--- src/rtl/countdown_pkg.sv ---
// Shared types and constants for the MM:SS countdown timer.
//   state_e      : timer FSM state encoding (2 bits)
//   SEC_TENS_MAX : wrap value of the seconds-tens digit
//   DIGIT_MAX    : wrap value of the ones and minutes-tens digits
//   SEC_MAX      : largest loadable seconds value
//   to_bcd()     : binary 0..99 to two packed BCD digits {tens, ones}
package countdown_pkg;

  typedef enum logic [1:0] {
    StIdle    = 2'd0,
    StRunning = 2'd1,
    StPaused  = 2'd2,
    StExpired = 2'd3
  } state_e;

  localparam logic [3:0] SEC_TENS_MAX = 4'd5;
  localparam logic [3:0] DIGIT_MAX    = 4'd9;
  localparam logic [6:0] SEC_MAX      = 7'd59;

  // Caller guarantees v <= 99, so both results fit in one BCD digit.
  function automatic logic [7:0] to_bcd(input logic [6:0] v);
    logic [3:0] tens;
    logic [3:0] ones;
    tens = 4'(v / 7'd10);
    ones = 4'(v % 7'd10);
    return {tens, ones};
  endfunction

endpackage

--- src/rtl/bcd_digit_down.sv ---
// One BCD digit of a down-counter with synchronous load and borrow chaining.
//   clk, n_rst : clock, asynchronous active-high reset (digit -> 0)
//   dec_en     : decrement this digit by one
//   load_en    : copy load_val into the digit (wins over dec_en)
//   load_val   : value to load
//   wrap_val   : value the digit takes when decremented from 0
//   digit      : registered digit value
//   borrow_out : dec_en while digit is 0; drives the next digit's dec_en
module bcd_digit_down (
  input  logic       clk,
  input  logic       n_rst,
  input  logic       dec_en,
  input  logic       load_en,
  input  logic [3:0] load_val,
  input  logic [3:0] wrap_val,
  output logic [3:0] digit,
  output logic       borrow_out
);

  logic [3:0] digit_d;
  logic [3:0] digit_q;

  always_comb begin
    digit_d = digit_q;
    if (load_en) begin
      digit_d = load_val;
    end else if (dec_en) begin
      digit_d = (digit_q == 4'd0) ? wrap_val : digit_q - 4'd1;
    end
  end

  always_ff @(posedge clk or posedge n_rst) begin
    if (n_rst) begin
      digit_q <= 4'd0;
    end else begin
      digit_q <= digit_d;
    end
  end

  assign digit      = digit_q;
  assign borrow_out = dec_en && (digit_q == 4'd0);

endmodule

--- src/rtl/countdown_timer.sv ---
// User-presettable MM:SS countdown driven by a once-per-second tick.
//   clk, n_rst          : clock, asynchronous active-high reset
//   second_tick         : one-cycle pulse per second
//   load                : load clamped preset, return to idle (highest priority)
//   start_stop          : toggle run / pause; starts from idle when count != 00:00
//   preset_min/sec      : binary preset, clamped to MAX_MINUTES:59
//   min_tens..sec_ones  : registered BCD count
//   running             : high while counting
//   done                : high while expired
//   expire              : one-cycle pulse on entry to the expired state
module countdown_timer
  import countdown_pkg::*;
#(
  parameter int unsigned MAX_MINUTES = 99
) (
  input  logic       clk,
  input  logic       n_rst,
  input  logic       second_tick,
  input  logic       load,
  input  logic       start_stop,
  input  logic [6:0] preset_min,
  input  logic [5:0] preset_sec,
  output logic [3:0] min_tens,
  output logic [3:0] min_ones,
  output logic [3:0] sec_tens,
  output logic [3:0] sec_ones,
  output logic       running,
  output logic       done,
  output logic       expire
);

  localparam logic [6:0] MaxMin = 7'(MAX_MINUTES);

  state_e state_d, state_q;
  logic   running_q, done_q, expire_q;

  logic [6:0]  min_clamp;
  logic [6:0]  sec_clamp;
  logic [15:0] load_bcd;
  logic        count_zero;
  logic        count_one;
  logic        dec_en;
  logic [3:0]  borrow;

  // Preset clamping and binary -> BCD conversion.
  always_comb begin
    min_clamp = (preset_min > MaxMin) ? MaxMin : preset_min;
    sec_clamp = ({1'b0, preset_sec} > SEC_MAX) ? SEC_MAX : {1'b0, preset_sec};
    load_bcd  = {to_bcd(min_clamp), to_bcd(sec_clamp)};
  end

  assign count_zero = (min_tens == 4'd0) && (min_ones == 4'd0) &&
                      (sec_tens == 4'd0) && (sec_ones == 4'd0);
  assign count_one  = (min_tens == 4'd0) && (min_ones == 4'd0) &&
                      (sec_tens == 4'd0) && (sec_ones == 4'd1);

  // Zero gate keeps the count from wrapping below 00:00.
  assign dec_en = !load && second_tick && (state_q == StRunning) && !count_zero;

  bcd_digit_down u_sec_ones (
    .clk        (clk),
    .n_rst      (n_rst),
    .dec_en     (dec_en),
    .load_en    (load),
    .load_val   (load_bcd[3:0]),
    .wrap_val   (DIGIT_MAX),
    .digit      (sec_ones),
    .borrow_out (borrow[0])
  );

  bcd_digit_down u_sec_tens (
    .clk        (clk),
    .n_rst      (n_rst),
    .dec_en     (borrow[0]),
    .load_en    (load),
    .load_val   (load_bcd[7:4]),
    .wrap_val   (SEC_TENS_MAX),
    .digit      (sec_tens),
    .borrow_out (borrow[1])
  );

  bcd_digit_down u_min_ones (
    .clk        (clk),
    .n_rst      (n_rst),
    .dec_en     (borrow[1]),
    .load_en    (load),
    .load_val   (load_bcd[11:8]),
    .wrap_val   (DIGIT_MAX),
    .digit      (min_ones),
    .borrow_out (borrow[2])
  );

  bcd_digit_down u_min_tens (
    .clk        (clk),
    .n_rst      (n_rst),
    .dec_en     (borrow[2]),
    .load_en    (load),
    .load_val   (load_bcd[15:12]),
    .wrap_val   (DIGIT_MAX),
    .digit      (min_tens),
    .borrow_out (borrow[3])
  );

  // Priority: load > second_tick > start_stop.
  always_comb begin
    state_d = state_q;
    if (load) begin
      state_d = StIdle;
    end else begin
      unique case (state_q)
        StIdle: begin
          if (start_stop && !count_zero) state_d = StRunning;
        end
        StRunning: begin
          // A borrow out of the top digit would mean underflow; treat it as expiry too.
          if (second_tick && (count_one || borrow[3])) begin
            state_d = StExpired;
          end else if (start_stop) begin
            state_d = StPaused;
          end
        end
        StPaused: begin
          if (start_stop) state_d = StRunning;
        end
        StExpired: begin
          state_d = StExpired;
        end
        default: state_d = StIdle;
      endcase
    end
  end

  always_ff @(posedge clk or posedge n_rst) begin
    if (n_rst) begin
      state_q   <= StIdle;
      running_q <= 1'b0;
      done_q    <= 1'b0;
      expire_q  <= 1'b0;
    end else begin
      state_q   <= state_d;
      running_q <= (state_d == StRunning);
      done_q    <= (state_d == StExpired);
      expire_q  <= (state_d == StExpired) && (state_q != StExpired);
    end
  end

  assign running = running_q;
  assign done    = done_q;
  assign expire  = expire_q;

endmodule

--- config.mk ---
export PLATFORM = sky130hd
export DESIGN_NAME = countdown_timer
export DESIGN_NICKNAME = d
export VERILOG_FILES = /design/src/rtl/countdown_pkg.sv /design/src/rtl/bcd_digit_down.sv /design/src/rtl/countdown_timer.sv
export SDC_FILE = /design/constraint.sdc
export NUM_CORES = 1
export LEC_CHECK = 0
export ABC_AREA = 1
export CORE_ASPECT_RATIO = 1.4
export CORE_MARGIN = 3
export CORE_UTILIZATION = 50
export CTS_CLUSTER_DIAMETER = 80
export DETAILED_ROUTE_END_ITERATION = 6
export DONT_BUFFER_PORTS = 1
export GPL_TIMING_DRIVEN = 0
export PLACE_DENSITY = 0.75
export SLEW_MARGIN = 20
export SYNTH_ARGS = -nofsm -noshare
export SYNTH_HDL_FRONTEND = slang
export SYNTH_HIERARCHICAL = 1
export SYNTH_SLANG_ARGS = --single-unit
--- constraint.sdc ---
create_clock -name clk -period 7.05 [get_ports clk]
set_input_delay 1.41 -clock clk [delete_from_list [all_inputs] [get_ports clk]]
set_output_delay 1.41 -clock clk [all_outputs]
set_load 0.01 [all_outputs]
== Word-level counts from Yosys, hierarchy flattened ==
Index checks and enable logic that the tools add are counted.
Storage, ports and cells
  flip-flop bits (word level): 21
  bits of input ports: 18
  output and inout port bits: 19
  word-level logic and storage cells: 71
Operators by class
  $add $sub $neg: 4
  divide/modulo/power cells: 4
  magnitude comparators: 2
  equality and inequality tests: 7
  mux-type cells: 20
  reductions and logical operators: 26
Operators by type and width (count)
  2-to-1 mux 4 bit: 12
  logical NOT 4 bit: 4
  subtractor 4 x 1 -> 4 bit, second input constant: 4
  divider 7 x 4 -> 7 bit, second input constant: 2
  logical AND 1 bit: 14
  modulo 7 x 4 -> 7 bit, second input constant: 2
  2-to-1 mux 2 bit: 5
  one-hot mux 2 bit (4 select lines): 1
  nonzero test 2 bit: 4
  > comparator 7 bit, second input constant: 1
  2-to-1 mux 7 bit: 1
  == test 2 bit, second input constant: 3
  > comparator 6 bit, second input constant: 1
  2-to-1 mux 6 bit: 1
  == test 2 x 1 -> 1 bit, second input constant: 2
  == test 4 x 1 -> 1 bit, second input constant: 1
  logical NOT 1 bit: 2
  logical NOT 2 bit: 1
  != test 2 bit, second input constant: 1
  logical OR 1 bit: 1

== Longest topological paths before layout ==
Gate-level depths: netlist of run 1.
  word-level depth: 17
  gate-level depth with buffers: 29

== Modules after synthesis ==
Netlist of run 1, hierarchy kept.
Modules (own cells, without submodules)
  bcd_digit_down: times used 4, cells each 47, area an instance 301.5 µm²
  countdown_timer: times used 1, cells each 172, area an instance 1004.7 µm²

== Least setup slack after synthesis of run 1 ==
Ideal clock, no wire load.
  path kind: input to register
  from: input port preset_min[6]
  to: register u_min_ones.digit_q[3], in the netlist u_min_ones/digit[3]
  data arrival time: 3783 ps
  slack: 3146 ps
  cell stages on the path: 25
  cell sequence: nand2_2 > nand2_2 > inv_2 > ha_1 > o21ai_0 > nand2_2 > nand2_2 > inv_1 > ha_1 > nor2_4 > nand2_2 > nand2_4 > nand2_4 > nand2_4 > nand3_2 > nand2_2 > nand3_1 > nand2_1 > inv_1 > ha_1 > o21ai_0 > inv_1 > o21ai_0 > o21bai_1 > nand2_1
On the way
  longest elaborated chain between the ends: 4
Ends and longest elaborated chain
  from (decl): RTL line countdown_timer.sv:21  | input logic [6:0] preset_min,
  > comparator 7 bit: RTL line countdown_timer.sv:47  | min_clamp = (preset_min > MaxMin) ? MaxMin : preset_min;
  2-to-1 mux 7 bit (*): RTL line countdown_timer.sv:47
  modulo 7 x 4 -> 7 bit (*): RTL line countdown_pkg.sv:25  | ones = 4'(v % 7'd10);
  net load_bcd[11]: RTL line countdown_timer.sv:39  | logic [15:0] load_bcd;
  2-to-1 mux 4 bit (*): RTL line bcd_digit_down.sv:25  | if (load_en) begin
  to (signal assigned): RTL line bcd_digit_down.sv:36  | digit_q <= digit_d;
  to (decl): RTL line bcd_digit_down.sv:21  | logic [3:0] digit_q;
The timed path passes the listed nets; every way through them passes the cells marked *.
A chain may end at the register's enable or synchronous reset.

== Worst setup path in the final report of run 1 ==
Ends and elaborated chain as after synthesis.

==> results of run 1 <==
## flip-flops by register name, summed over array words and instances (netlist names)
name	count
u_min_ones/digit	4
u_min_tens/digit	4
u_sec_ones/digit	4
u_sec_tens/digit	4
state_q	2
done	1
expire	1
running	1
## final cells by class
| cell class | instances | area (sq um) | share of cell area |
|---|---|---|---|
| Multi-Input combinational cell | 289 | 1498 | 0.6264 |
| Sequential cell | 21 | 525.5 | 0.2198 |
| Inverter | 64 | 240.2 | 0.1005 |
| Tap cell | 60 | 75.07 | 0.03140 |
| Clock buffer | 3 | 41.29 | 0.01727 |
| Clock inverter | 1 | 7.507 | 0.003140 |
| Buffer | 1 | 3.754 | 0.001570 |
## per-stage QoR
stage,instance area [sq um],utilization,cells
2_1_floorplan,2267,-,375
3_3_place_gp,2342,0.5525,435
3_5_place_dp,2342,0.5525,435
4_1_cts,2391,0.5641,439
5_1_grt,2391,0.5641,439
6_report,2391,0.5641,439
## Yosys cell counts
master    instances
nand2_1         102
nand4_1           8
nand3_2           3
dfrtp_1          21
inv_2             7
o21bai_1          4
xor2_2            1
nand2_2          18
nand3_1          27
nor2_2            5
nor2_4            2
ha_1              9
or3_1             1
a21oi_1           3
and2_1            1
nor3b_1           2
conb_1            2
o21ai_0          16
clkbuf_1          1
o21a_1            1
inv_1            57
o21ai_1           6
o211ai_1          4
xor2_1            1
nor4_1            4
a21oi_2           2
a22oi_1           5
nand2_4           4
nor2_1           37
o21ai_2           2
nand3b_1          4
## placed cells by master, fill, tap and decap left out, drive strengths merged
master,count
a21oi,5
a22oi,5
and2,1
clkbuf,4
clkinvlp,1
conb,17
dfrtp,21
ha,9
inv,64
nand2,124
nand3,30
nand3b,4
nand4,8
nor2,44
nor3b,2
nor4,4
o211ai,4
o21a,1
o21ai,24
o21bai,4
or3,1
xor2,2
## cells by family after synthesis
| logic type | Yosys count |
|---|---|
| adder cells (fa/ha/maj) | 9 |
| AND/OR/NAND/NOR | 218 |
| AO/OA/AOI/OAI | 43 |
| flip-flops | 21 |
| XOR/XNOR | 2 |
| other | 2 |
| buffers and inverters | 65 |
## worst max-delay path: stages
cell      delay (ns)
nand2_2         0.07
nand2_2         0.08
inv_2           0.04
ha_1            0.19
o21ai_0         0.20
nand2_2         0.08
nand2_2         0.10
inv_1           0.07
ha_1            0.22
nor2_4          0.12
nand2_2         0.07
nand2_4         0.08
nand2_4         0.08
nand2_4         0.08
nand3_2         0.08
nand2_2         0.10
nand2_2         0.07
nand2_1         0.08
nand2_1         0.07
inv_1           0.05
ha_1            0.16
o21ai_0         0.08
o21ai_0         0.08
inv_1           0.05
o21ai_0         0.14
o21bai_1        0.12
nand2_1         0.06
## metal layers
metal	track usage	part of all wire	wire length (um)
met5	0	0	0
met4	0.03622	0.0065	30
met3	0.02677	0.039	183
met2	0.3971	0.57	2652
met1	0.1983	0.38	1773
## where the power goes
part	total, mW	switching (mW)	leakage [nW]	internal [mW]
Sequential	0.182	0.0433	0.260	0.139
Combinational	0.186	0.115	1.05	0.0711
Clock	0.0781	0.0383	0.0217	0.0398
Total	0.447	0.197	1.34	0.250
## how the worst max path moves through the flow
stage | cells past startpoint | end | start
final | 27 | u_min_ones/digit[3] | preset_min[6]
after global routing | 28 | u_min_ones/digit[3] | preset_min[6]
after CTS | 28 | u_min_ones/digit[3] | preset_min[6]
after detailed placement | 28 | u_min_ones/digit[3] | preset_min[6]
after global placement | 25 | u_min_ones/digit[3] | preset_min[6]
after floorplan | 25 | u_min_ones/digit[3] | preset_min[6]
==> flow_summary.ini, run 1 <==
[run_status]
outcome = finished, final reports clean

[clocking]
cts.sinks = 21
clockRootBuffer = clkbuf_8
cts_made_buffers = 3
postCtsHoldBufs = 0
cts_max_path_buffers = 2
cts_tree = built
post_cts_resized = 0
clk_pin_slew_ns = 0.08
clock_latency_ns = 0.26
post_cts_buffers = 0
h-tree-depth = 1

[sta]
fin_ws_ns = 3.171
fmax_mhz = 257.8
fin_worst_skew_ns = 0.006255
finalHoldViolCount = 0
worst_hold_slack_ns = 0.5920
rsz0062_at_grt = no
maxSlewViolCount = 0
fin_crit_ns = 3.879
tns_ns = 0
fin_crit_sh = 0.5503
setup_viol = 0

[routing]
finalWirelength_mm = 4.639
drc = 0
drt_pass1_iterations = 4
viasPerCell = 4.961
wl_per_cell_um = 10.57
num_vias = 2178
postRouteAntennaNets = 0
drt_iter0_drc = 68

[hold_path]
holdCritPathClass = reg -> reg
holdPathStages = 2
hp-start = state_q[0]
hold_end = expire

[setup_path]
crit_type = in -> reg
end_kind = flop
r2r_slack_ns = 4.13
crit_fanout = 5
required_ns = 7.20
crit_arrival_ns = 4.03
startpoint_type = input port
r2r-start = u_sec_tens/digit[0]
worstRegToRegCells = 18
reg2reg_to = running

[placed_design]
finalWeightedCongestion = 0.7910
io_buffers = 0
dp_worst_setup_slack_ns = 2.884
post-dp-hpwl_mm = 3.962

[yosys]
yosys.area_share.simple = 0.4663
synth.top_cell.area_share = 0.2377
synth_warnings = 6
synthMuxAreaShare = 0
synth_fa_ha_area_frac = 0.05093
postSynthCellCount = 360
yosysTopAreaCell = dfrtp_1
synth_area_sq_mm = 0.002211
ys_seq_area_frac = 0.2377
synth_compound_area_frac = 0.1200
yosys.area_share.xor_xnor = 0.01132
synthTopCellsByArea = dfrtp_1 (24%), nand2_1 (17%), inv_1 (9.7%)
ys_ff_latch = 21
synth_top_family_by_area = simple AND/OR/NAND/NOR gates
avgSynthCellArea_sq_um = 6.141
synthDistinctLibCells = 31

[die]
core_sq_mm = 0.004239
ioPinCount = 37
num_rows = 28
die_w_um = 62.20
die_y_um = 84.68
die-area_sq_mm = 0.005267
initial_core_util = 0.5215

[grt]
grt_remaining_overflow = 0
grtUsageTotal = 0.1909
antenna_found_initial = 0
grt_pass1_wl_mm = 8.562
grt_pass1_vias = 2167
grt_start_max_net_pins = 23

[finish]
n_antenna_cell = 0
area_growth_pct = 8.149
drive_gt1_frac = 0.1266
nNetsFinal = 407
fillCellCount = 436

[power_and_ir_drop]
ir_drop_v = 0.00008944
power_mw = 0.4467
total_leakage_power_nw = 1.337
p_per_area_mw_per_mm2 = 186.8

[job]
drv_cap = 0
No activity file was read; power rests on OpenSTA's default activity.
==> run 2: changes to the inputs <==
--- a/config.mk
+++ b/config.mk
@@ -13,7 +13,7 @@
 export DETAILED_ROUTE_END_ITERATION = 6
 export DONT_BUFFER_PORTS = 1
 export GPL_TIMING_DRIVEN = 0
-export PLACE_DENSITY = 0.75
+export PLACE_DENSITY = 0.78
 export SLEW_MARGIN = 20
 export SYNTH_ARGS = -nofsm -noshare
 export SYNTH_HDL_FRONTEND = slang
==> constraint.sdc (replaced) <==
create_clock -name clk -period 3.3 [get_ports clk]
set_input_delay 0.66 -clock clk [delete_from_list [all_inputs] [get_ports clk]]
set_output_delay 0.66 -clock clk [all_outputs]
set_load 0.01 [all_outputs]
==> run 2 against run 1 <==
Global-route usage is 0.14 points lower; worst setup slack worse by 2.8 ns; wire length is 5.6% higher; cell count is 0.91% higher; combinational power is 120% higher; count of clock-buffer cells in the layout stayed put; sequential share of layout area is 0.41 points lower; first-iteration DRC count is 49% higher; largest cell class unchanged; highest routed layer unchanged.
==> flow_summary.ini, run 2 (same netlist as run 1, synthesis figures left out) <==
[run_status]
outcome = finished, final reports clean

[finish]
fillCellCount = 439
n_antenna_cell = 0
area_growth_pct = 10.19
drive_gt1_frac = 0.1436
multi_input_area_sq_mm = 0.001515
fin_util = 0.5747
layout.cells.non_filler = 443
seq_area_sq_um = 525.5
mostFrequentLayoutCells = nand2_1 (102), inv_1 (57), nor2_1 (37)
layout_commonest_cell = nand2_1
nNetsFinal = 411
final_area_sq_mm = 0.002436

[power_and_ir_drop]
p_per_area_mw_per_mm2 = 397.9
ir_drop_v = 0.0001896
power_mw = 0.9694
total_leakage_power_nw = 1.357

[clocking]
clockRootBuffer = clkbuf_8
h-tree-depth = 1
cts_made_buffers = 3
clk_pin_slew_ns = 0.08
cts.sinks = 21
cts_tree = built
postCtsHoldBufs = 0
clock_latency_ns = 0.25
cts_max_path_buffers = 2

[setup_path]
crit_fanout = 5
worstRegToRegCells = 18
reg2reg_to = running
crit_arrival_ns = 3.12
crit_type = in -> reg
startpoint_type = input port
required_ns = 3.44
r2r-start = u_sec_tens/digit[0]
end_kind = flop
r2r_slack_ns = 0.39

[sta]
tns_ns = 0
fin_ws_ns = 0.3231
maxSlewViolCount = 0
fin_worst_skew_ns = 0.004182
fin_crit_ns = 2.977
fin_crit_sh = 0.9021
fmax_mhz = 335.9
setup_viol = 0
worst_hold_slack_ns = 0.1643
finalHoldViolCount = 0

[routing]
finalWirelength_mm = 4.899
drc = 0
wl_per_cell_um = 11.06
postRouteAntennaNets = 0
drt_pass1_iterations = 4
num_vias = 2206
viasPerCell = 4.980
drt_iter0_drc = 101

[placed_design]
dp_worst_setup_slack_ns = -0.1130
io_buffers = 0
dp.cells = 435
dpl_cell_area_sq_mm = 0.002342
post-dp-hpwl_mm = 4.026
finalWeightedCongestion = 0.8142

[die]
initial_core_util = 0.5215
die_w_um = 62.20
die-area_sq_mm = 0.005267
die_y_um = 84.68
num_rows = 28
core_sq_mm = 0.004239
ioPinCount = 37

[job]
drv_cap = 0

[grt]
grt_start_max_net_pins = 23
grtUsageTotal = 0.1895
grt_pass1_wl_mm = 8.459
grt_remaining_overflow = 0
grt_pass1_vias = 2118
antenna_found_initial = 0

[hold_path]
holdCritPathClass = in -> async
-- run 2: how the worst max path moves through the flow --
stage | startpoint | endpoint | slack [ns] | depth (start not counted)
global placement | preset_min[6] | u_min_ones/digit[3] | -0.08 | 27
global route | preset_min[6] | u_min_ones/digit[3] | -0.009 | 28
detailed placement | preset_min[6] | u_min_ones/digit[3] | -0.11 | 28
floorplan | preset_min[6] | u_min_ones/digit[3] | 0.15 | 25
CTS | preset_min[6] | u_min_ones/digit[3] | 0.16 | 28
finish | preset_min[6] | u_min_tens/digit[0] | 0.32 | 27
-- run 2: power breakdown --
| group | internal, mW | total (mW) | switching (mW) |
|---|---|---|---|
| logic | 0.160 | 0.415 | 0.255 |
| clock network | 0.0839 | 0.164 | 0.0800 |
| registers | 0.297 | 0.391 | 0.0938 |
-- run 2: timing repair --
| item | in CTS | in global routing |
|---|---|---|
| setup endpoints to repair | 0 | 4 |
| setup buffers | 0 | 4 |
| endpoints found under the hold margin | 0 | 0 |
| gates resized for setup | 0 | 7 |
-- run 2: layout make-up --
class	instances	area share
plain buffers	1	0.001541
clock buffers	3	0.01695
clock inverters	1	0.002054
inverters	64	0.09861
multi-input cells	289	0.6220
flip-flops and latches	21	0.2157
well taps	60	0.03082
repair buffers	4	0.01233
-- run 2: layer usage --
metal / wire length (um) / track usage / vias to the layer above
li1: - / - / 1173
met1: 1873 / 0.1892 / 996
met2: 2822 / 0.4000 / 33
met3: 165 / 0.02276 / 4
met4: 38 / 0.04829 / 0
met5: 0 / 0 / -
-- run 2: worst max-delay path, cell delays in order --
cell and delay (ns):
nand2_2 0.09, nand2_2 0.07, inv_2 0.08, ha_4 0.13
nor2_2 0.04, nor2_4 0.12, nand2_1 0.07, nand2_2 0.08
inv_1 0.06, ha_2 0.19, nor2_4 0.11, nand2_2 0.07
nand2_4 0.08, nand2_4 0.07, nand2_4 0.07, nand3_2 0.08
nand2_2 0.10, nand2_2 0.07, nand2_1 0.08, nand2_1 0.07
inv_1 0.06, ha_2 0.17, nand2_1 0.06, nand2_2 0.09
nand2_4 0.06, a22oi_1 0.20, o21ai_1 0.09
